## src/rtl/tsp_mem_pkg.sv

```systemverilog
// Shared types for the vector memory requester: FSM states, vector and latched-instruction types.
package tsp_mem_pkg;

  localparam int DEF_ADDR_W    = 10;
  localparam int DEF_LEN_W     = 5;
  localparam int DEF_WORD_W    = 16;
  localparam int DEF_ID_W      = 5;
  localparam int DEF_LANES     = 20;
  localparam int DEF_TIMEOUT   = 64;

  typedef enum logic [2:0] {
    IDLE       = 3'd0,
    RD_WAIT    = 3'd1,
    WR_WAIT    = 3'd2,
    RELEASE    = 3'd3,
    STREAM_OUT = 3'd4
  } mem_req_state_t;

  typedef logic [DEF_WORD_W-1:0] vec_t [DEF_LANES];

  typedef struct packed {
    logic                  is_write;
    logic [DEF_ADDR_W-1:0] address;
    logic [DEF_LEN_W-1:0]  length;
    logic [DEF_ID_W-1:0]   stream_id;
  } mem_instr_t;

  // A vector length is legal when it names at least one and at most all lanes.
  function automatic logic length_ok(input int len, input int max_len);
    return (len >= 1) && (len <= max_len);
  endfunction

endpackage

```

## src/rtl/mem_req_timeout_counter.sv

```systemverilog
// Saturating wait-cycle counter; expired is high during the LIMIT-th counted cycle.
module mem_req_timeout_counter #(
  parameter int LIMIT = 64
) (
  input  logic clk,
  input  logic rst_n,
  input  logic clear,
  input  logic enable,
  output logic expired
);

  localparam int W = $clog2(LIMIT + 1);

  logic [W-1:0] count_r;

  assign expired = (count_r >= W'(LIMIT - 1));

  // Count cycles spent waiting; hold once expired so the flag stays asserted.
  always_ff @(posedge clk or negedge rst_n) begin
    if (!rst_n) begin
      count_r <= '0;
    end else if (clear) begin
      count_r <= '0;
    end else if (enable && !expired) begin
      count_r <= count_r + W'(1);
    end else begin
      count_r <= count_r;
    end
  end

endmodule

```

## src/rtl/vector_mem_requester.sv

```systemverilog
// Initiator side of the vector memory port: issues one load/store at a time to the
// memory unit and streams load results out with their stream ID.
module vector_mem_requester
  import tsp_mem_pkg::*;
#(
  parameter int MEM_ADDR_WIDTH      = DEF_ADDR_W,
  parameter int NUM_VECTORS         = DEF_LEN_W,
  parameter int MIN_VEC_LENGTH      = DEF_WORD_W,
  parameter int NUM_STREAM_ID       = DEF_ID_W,
  parameter int NUM_TILES_PER_SLICE = DEF_LANES,
  parameter int TIMEOUT_CYCLES      = DEF_TIMEOUT
) (
  input  logic                      clk,
  input  logic                      rst_n,
  input  logic                      instr_valid,
  output logic                      instr_ready,
  input  logic                      instr_is_write,
  input  logic [MEM_ADDR_WIDTH-1:0] instr_address,
  input  logic [NUM_VECTORS-1:0]    instr_length,
  input  logic [NUM_STREAM_ID-1:0]  instr_stream_id,
  input  logic [MIN_VEC_LENGTH-1:0] instr_write_data [NUM_TILES_PER_SLICE],
  output logic                      mem_read_enable,
  output logic                      mem_write_enable,
  output logic [MEM_ADDR_WIDTH-1:0] mem_address,
  output logic [NUM_VECTORS-1:0]    mem_vector_length,
  output logic [MIN_VEC_LENGTH-1:0] mem_write_data [NUM_TILES_PER_SLICE],
  input  logic [MIN_VEC_LENGTH-1:0] mem_read_data [NUM_TILES_PER_SLICE],
  input  logic                      mem_ready,
  output logic                      stream_valid,
  input  logic                      stream_ready,
  output logic [MIN_VEC_LENGTH-1:0] stream_data [NUM_TILES_PER_SLICE],
  output logic [NUM_STREAM_ID-1:0]  stream_id,
  output logic [NUM_VECTORS-1:0]    stream_length,
  output logic                      done_pulse,
  output logic                      err_length,
  output logic                      err_timeout,
  output logic                      busy
);

  mem_req_state_t state_r;
  mem_instr_t     instr_r;
  logic           timed_out_r;
  logic           accept_s;
  logic           len_ok_s;
  logic           in_wait_s;
  logic           expired_s;

  assign accept_s  = (state_r == IDLE) && instr_ready && instr_valid;
  assign len_ok_s  = length_ok(int'(instr_length), NUM_TILES_PER_SLICE);
  assign in_wait_s = (state_r == RD_WAIT) || (state_r == WR_WAIT);

  // Address and length come straight from the latched instruction register.
  assign mem_address       = instr_r.address;
  assign mem_vector_length = instr_r.length;

  mem_req_timeout_counter #(
    .LIMIT (TIMEOUT_CYCLES)
  ) u_timeout (
    .clk     (clk),
    .rst_n   (rst_n),
    .clear   (accept_s),
    .enable  (in_wait_s),
    .expired (expired_s)
  );

  // Request FSM with all interface outputs registered.
  always_ff @(posedge clk or negedge rst_n) begin
    if (!rst_n) begin
      state_r          <= IDLE;
      instr_r          <= '0;
      timed_out_r      <= 1'b0;
      instr_ready      <= 1'b0;
      mem_read_enable  <= 1'b0;
      mem_write_enable <= 1'b0;
      stream_valid     <= 1'b0;
      stream_id        <= '0;
      stream_length    <= '0;
      done_pulse       <= 1'b0;
      err_length       <= 1'b0;
      err_timeout      <= 1'b0;
      busy             <= 1'b0;
      for (int i = 0; i < NUM_TILES_PER_SLICE; i++) begin
        mem_write_data[i] <= '0;
        stream_data[i]    <= '0;
      end
    end else begin
      done_pulse  <= 1'b0;
      err_length  <= 1'b0;
      err_timeout <= 1'b0;
      case (state_r)
        IDLE: begin
          instr_ready <= 1'b1;
          busy        <= 1'b0;
          if (accept_s && len_ok_s) begin
            instr_r <= '{is_write: instr_is_write, address: instr_address,
                         length: instr_length, stream_id: instr_stream_id};
            for (int i = 0; i < NUM_TILES_PER_SLICE; i++) begin
              mem_write_data[i] <= instr_write_data[i];
            end
            timed_out_r      <= 1'b0;
            mem_read_enable  <= !instr_is_write;
            mem_write_enable <= instr_is_write;
            instr_ready      <= 1'b0;
            busy             <= 1'b1;
            state_r          <= instr_is_write ? WR_WAIT : RD_WAIT;
          end else if (accept_s) begin
            err_length <= 1'b1;
          end else begin
            state_r <= IDLE;
          end
        end
        RD_WAIT, WR_WAIT: begin
          if (mem_ready) begin
            mem_read_enable  <= 1'b0;
            mem_write_enable <= 1'b0;
            state_r          <= RELEASE;
            // Lanes beyond the requested length are zeroed rather than passed through.
            if (state_r == RD_WAIT) begin
              for (int i = 0; i < NUM_TILES_PER_SLICE; i++) begin
                stream_data[i] <= (i < int'(instr_r.length)) ? mem_read_data[i] : '0;
              end
            end
          end else if (expired_s) begin
            mem_read_enable  <= 1'b0;
            mem_write_enable <= 1'b0;
            timed_out_r      <= 1'b1;
            err_timeout      <= 1'b1;
            state_r          <= RELEASE;
          end else begin
            state_r <= state_r;
          end
        end
        RELEASE: begin
          if (!instr_r.is_write && !timed_out_r) begin
            stream_valid  <= 1'b1;
            stream_id     <= instr_r.stream_id;
            stream_length <= instr_r.length;
            state_r       <= STREAM_OUT;
          end else begin
            done_pulse  <= instr_r.is_write && !timed_out_r;
            instr_ready <= 1'b1;
            busy        <= 1'b0;
            state_r     <= IDLE;
          end
        end
        STREAM_OUT: begin
          if (stream_ready) begin
            stream_valid <= 1'b0;
            done_pulse   <= 1'b1;
            instr_ready  <= 1'b1;
            busy         <= 1'b0;
            state_r      <= IDLE;
          end else begin
            state_r <= STREAM_OUT;
          end
        end
        default: begin
          mem_read_enable  <= 1'b0;
          mem_write_enable <= 1'b0;
          stream_valid     <= 1'b0;
          instr_ready      <= 1'b0;
          busy             <= 1'b0;
          state_r          <= IDLE;
        end
      endcase
    end
  end

endmodule

```

## config.mk

```make
export PLATFORM = sky130hd
export DESIGN_NAME = vector_mem_requester
export DESIGN_NICKNAME = d
export VERILOG_FILES = /design/src/rtl/tsp_mem_pkg.sv /design/src/rtl/mem_req_timeout_counter.sv /design/src/rtl/vector_mem_requester.sv
export SDC_FILE = /design/constraint.sdc
export NUM_CORES = 1
export LEC_CHECK = 0
export ABC_AREA = 0
export BUFFER_PORTS_ARGS = -buffer_cell sky130_fd_sc_hd__buf_2
export CAP_MARGIN = 5
export CORE_AREA = 3 3 516 518
export DETAILED_ROUTE_END_ITERATION = 7
export DIE_AREA = 0 0 519 521
export PLACE_DENSITY = 0.31
export SYNTH_ARGS = -nofsm -noshare
export SYNTH_HDL_FRONTEND = slang
export SYNTH_HIERARCHICAL = 1
export SYNTH_SLANG_ARGS = --single-unit
```

## constraint.sdc

```tcl
create_clock -name clk -period 3.1 [get_ports clk]
set_clock_uncertainty 0.15 [all_clocks]
set_input_delay 0.62 -clock clk [delete_from_list [all_inputs] [get_ports clk]]
set_output_delay 0.62 -clock clk [all_outputs]
set_load 0.05 [all_outputs]
```

==> results.cfg <==
[placement]
hpwl_um = 142000
place.gp.congestion = 0.851
placed_area_um2 = 38000
pre_cts_ws_ps = 175
io_buffers = 1338
dp.cells = 6914

[sta]
finalSetupViolations = 0
relSlewSlack = 0.377
slew_viol_final = 0
period_share = 0.883
rsz0062_at_grt = no
finalSetupTns_ps = 0
layout_setup_ws_ps = 363
worstMarginPinSlew_ps = 934
hold_violations = 0
hold_slack_ps = 104
period_minus_slack_ps = 2740
fmax_ghz = 0.365

[floorplan]
die-height_um = 521
die_area_um2 = 270000
io_pins = 1339
core-area_um2 = 262000
start_util = 0.101
num_rows = 188
die_w_um = 519

[clock_network]
clk_pin_slew_ps = 60
cts_buffer_depth = 3
cts_root_buf = clkbuf_16
postCtsResizedCells = 0
numCtsBuffers = 93
worstSkewPairLatency_ps = 700
cts_tree = yes
htree_levels = 3
cts.sinks = 690

[power_and_ir_drop]
finalPower_mw = 58.3
p_comb_frac = 0.539
pwr-share-seq = 0.271
power.internal_mw = 27.1
leakage_nw = 22.1
p_clk_frac = 0.190
ir_drop_v = 0.000667
power.density_nw_per_um2 = 1230
swShare = 0.535
p_sw_mw = 31.2

[drt]
drc_errors = 0
first_iter_violations = 1015
top_layer = met5
wl_met2_um = 86000
via_per_inst = 3.22
firstDrtPassIters = 5
wl_per_cell_um = 22.3
met3_length_um = 12900
wl_met1_um = 69700
postRouteAntennaNets = 0
drt_wl_total_um = 173000
vias = 25000

[critical_path]
critPathLaunchType = input pin
crit_buf_inv = 3
max_stage_delay_ps = 530
crit_path_max_fanout = 62
arrival_ps = 3150
required_ps = 3510
critPathTopFamily = buffers and inverters
worstSetupPathType = in -> reg
worstPathCellList = dlygate4sd3_1, buf_2, o21a_1, o21ai_1, and3_4, buf_12, mux2_2
cp-end-kind = flop
critPathSlowestCell = dlygate4sd3_1

[final_layout]
layout.nets = 4802
instances_no_fill = 7754
drive_gt1_frac = 0.431
utilization = 0.182
area_growth_pct = 80.2
stdcell_area_um2 = 47600

[flow_run]
maxCapViolations = 0

[logic_synthesis]
yosysWarnings = 6
syn-cell-area_um2 = 26400
yosysTopAreaCell = dfrtp_1
synth.top_cells.by_area = dfrtp_1 (65%), mux2_2 (8.3%), nand2_1 (6.9%)
yosysSeqAreaShare = 0.653
ys.flop_type = dfrtp_1
ys_ff_latch = 690
netlist.area_leader.share = 0.653
avgSynthCellArea_um2 = 12.6
async_reset_ff_frac = 1.00
syn_nets = 2764
synthCells = 2097
synth_cell_types = 50
synth_enable_flop_cells = 0

[worst_hold_path]
hold_path_class = in -> reg

[global_routing]
antenna_found_initial = 75
grtUsageTotal = 0.123
gr-total-overflow = 0
grt_max_degree = 73
grt_first_pass_wirelength_um = 234000
grt_pass1_vias = 27200

[outcome]
status = complete, no violations
-- path summary, 6_finish.rpt --
kind	startpoint	to	slack [ps]	depth (start not counted)
min	mem_read_data[156]	stream_data[156]	100	3
min reg2reg	stream_data[192]	stream_data[192]	310	2
max in group asynchronous	rst_n	stream_length[4]	1540	3
max reg2reg	state_r[0]	mem_write_data[31]	560	5
max	instr_length[1]	mem_write_data[31]	360	7
min in group asynchronous	rst_n	stream_data[43]	260	2
-- timing repair --
item	CTS	global route
setup buffers	0	0
hold buffers	641	0
hold endpoints to repair	664	0
-- cell usage after synthesis (all sizes together) (2+ instances only) --
master,instances
o21ai,218
nor4b,2
nand4,3
clkbuf,69
mux2,350
dfrtp,690
a21oi,11
o21bai,2
or2,4
a31oi,5
a211oi,3
nand2,489
o21a,4
nand3,36
o211ai,3
a21o,3
buf,77
nor2b,5
a22o,80
nor3,3
nor2,14
or3,2
a41oi,2
a21boi,2
and3,2
inv,5
-- power by group through the flow --
| stage | Sequential, mW | Combinational (mW) | Clock (mW) |
|---|---|---|---|
| finish | 15.8 | 31.4 | 11.1 |
| global route | 16.4 | 33.1 | 11.9 |
| CTS | 15.9 | 32.3 | 11.7 |
| detailed placement | 16.0 | 31.6 | 0 |
| global placement | 16.0 | 31.5 | 0 |
| floorplan | 29.7 | 6.29 | 0 |
-- registers in the layout, summed over array words and instances, names as in the netlist --
name               count
mem_address           10
mem_vector_length      5
done_pulse             1
stream_data          320
stream_valid           1
err_length             1
mem_write_data       320
instr_r                6
u_timeout/count_r      7
busy                   1
stream_id              5
mem_write_enable       1
stream_length          5
err_timeout            1
instr_ready            1
state_r                3
mem_read_enable        1
timed_out_r            1
-- cell usage in the layout, fill, tap and decap left out, types with 25 or more instances in the layout --
master / count
mux2_2: 194
a22o_1: 80
o21ai_0: 214
diode_2: 33
buf_4: 77
clkbuf_16: 94
nand2_1: 489
buf_2: 1337
mux2_1: 156
buf_12: 32
nand3_1: 36
dlygate4sd3_1: 641
clkbuf_8: 25
dfrtp_1: 689
-- metal layers --
layer	track usage	vias to the layer above
li1	-	11300
met4	0.0282	52
met1	0.143	12400
met3	0.0413	206
met5	0	-
met2	0.218	1039
-- area by class of cell --
type | instances | area [um2]
Fill cell | 29400 | 214000
Inverter | 5 | 18.8
Clock inverter | 28 | 345
Sequential cell | 690 | 17300
Multi-Input combinational cell | 1256 | 8380
Timing Repair Buffer | 2089 | 14400
Clock buffer | 138 | 2770
Antenna cell | 33 | 82.6
Tap cell | 3515 | 4400
-- cells by family after synthesis --
family | after synthesis | share of synthesized area
DFF | 690 | 0.653
muxes | 350 | 0.149
AOI/OAI and AO/OA | 339 | 0.0791
and+or+nand+nor | 566 | 0.0859
adders and majority gates | 1 | 0.000473
buffers and inverters | 151 | 0.0320
-- worst min-delay path: stages --
cell	delay [ps]
buf_2	100
nand2_1	120
o21ai_0	90
Power figures use the tool's default switching activity.
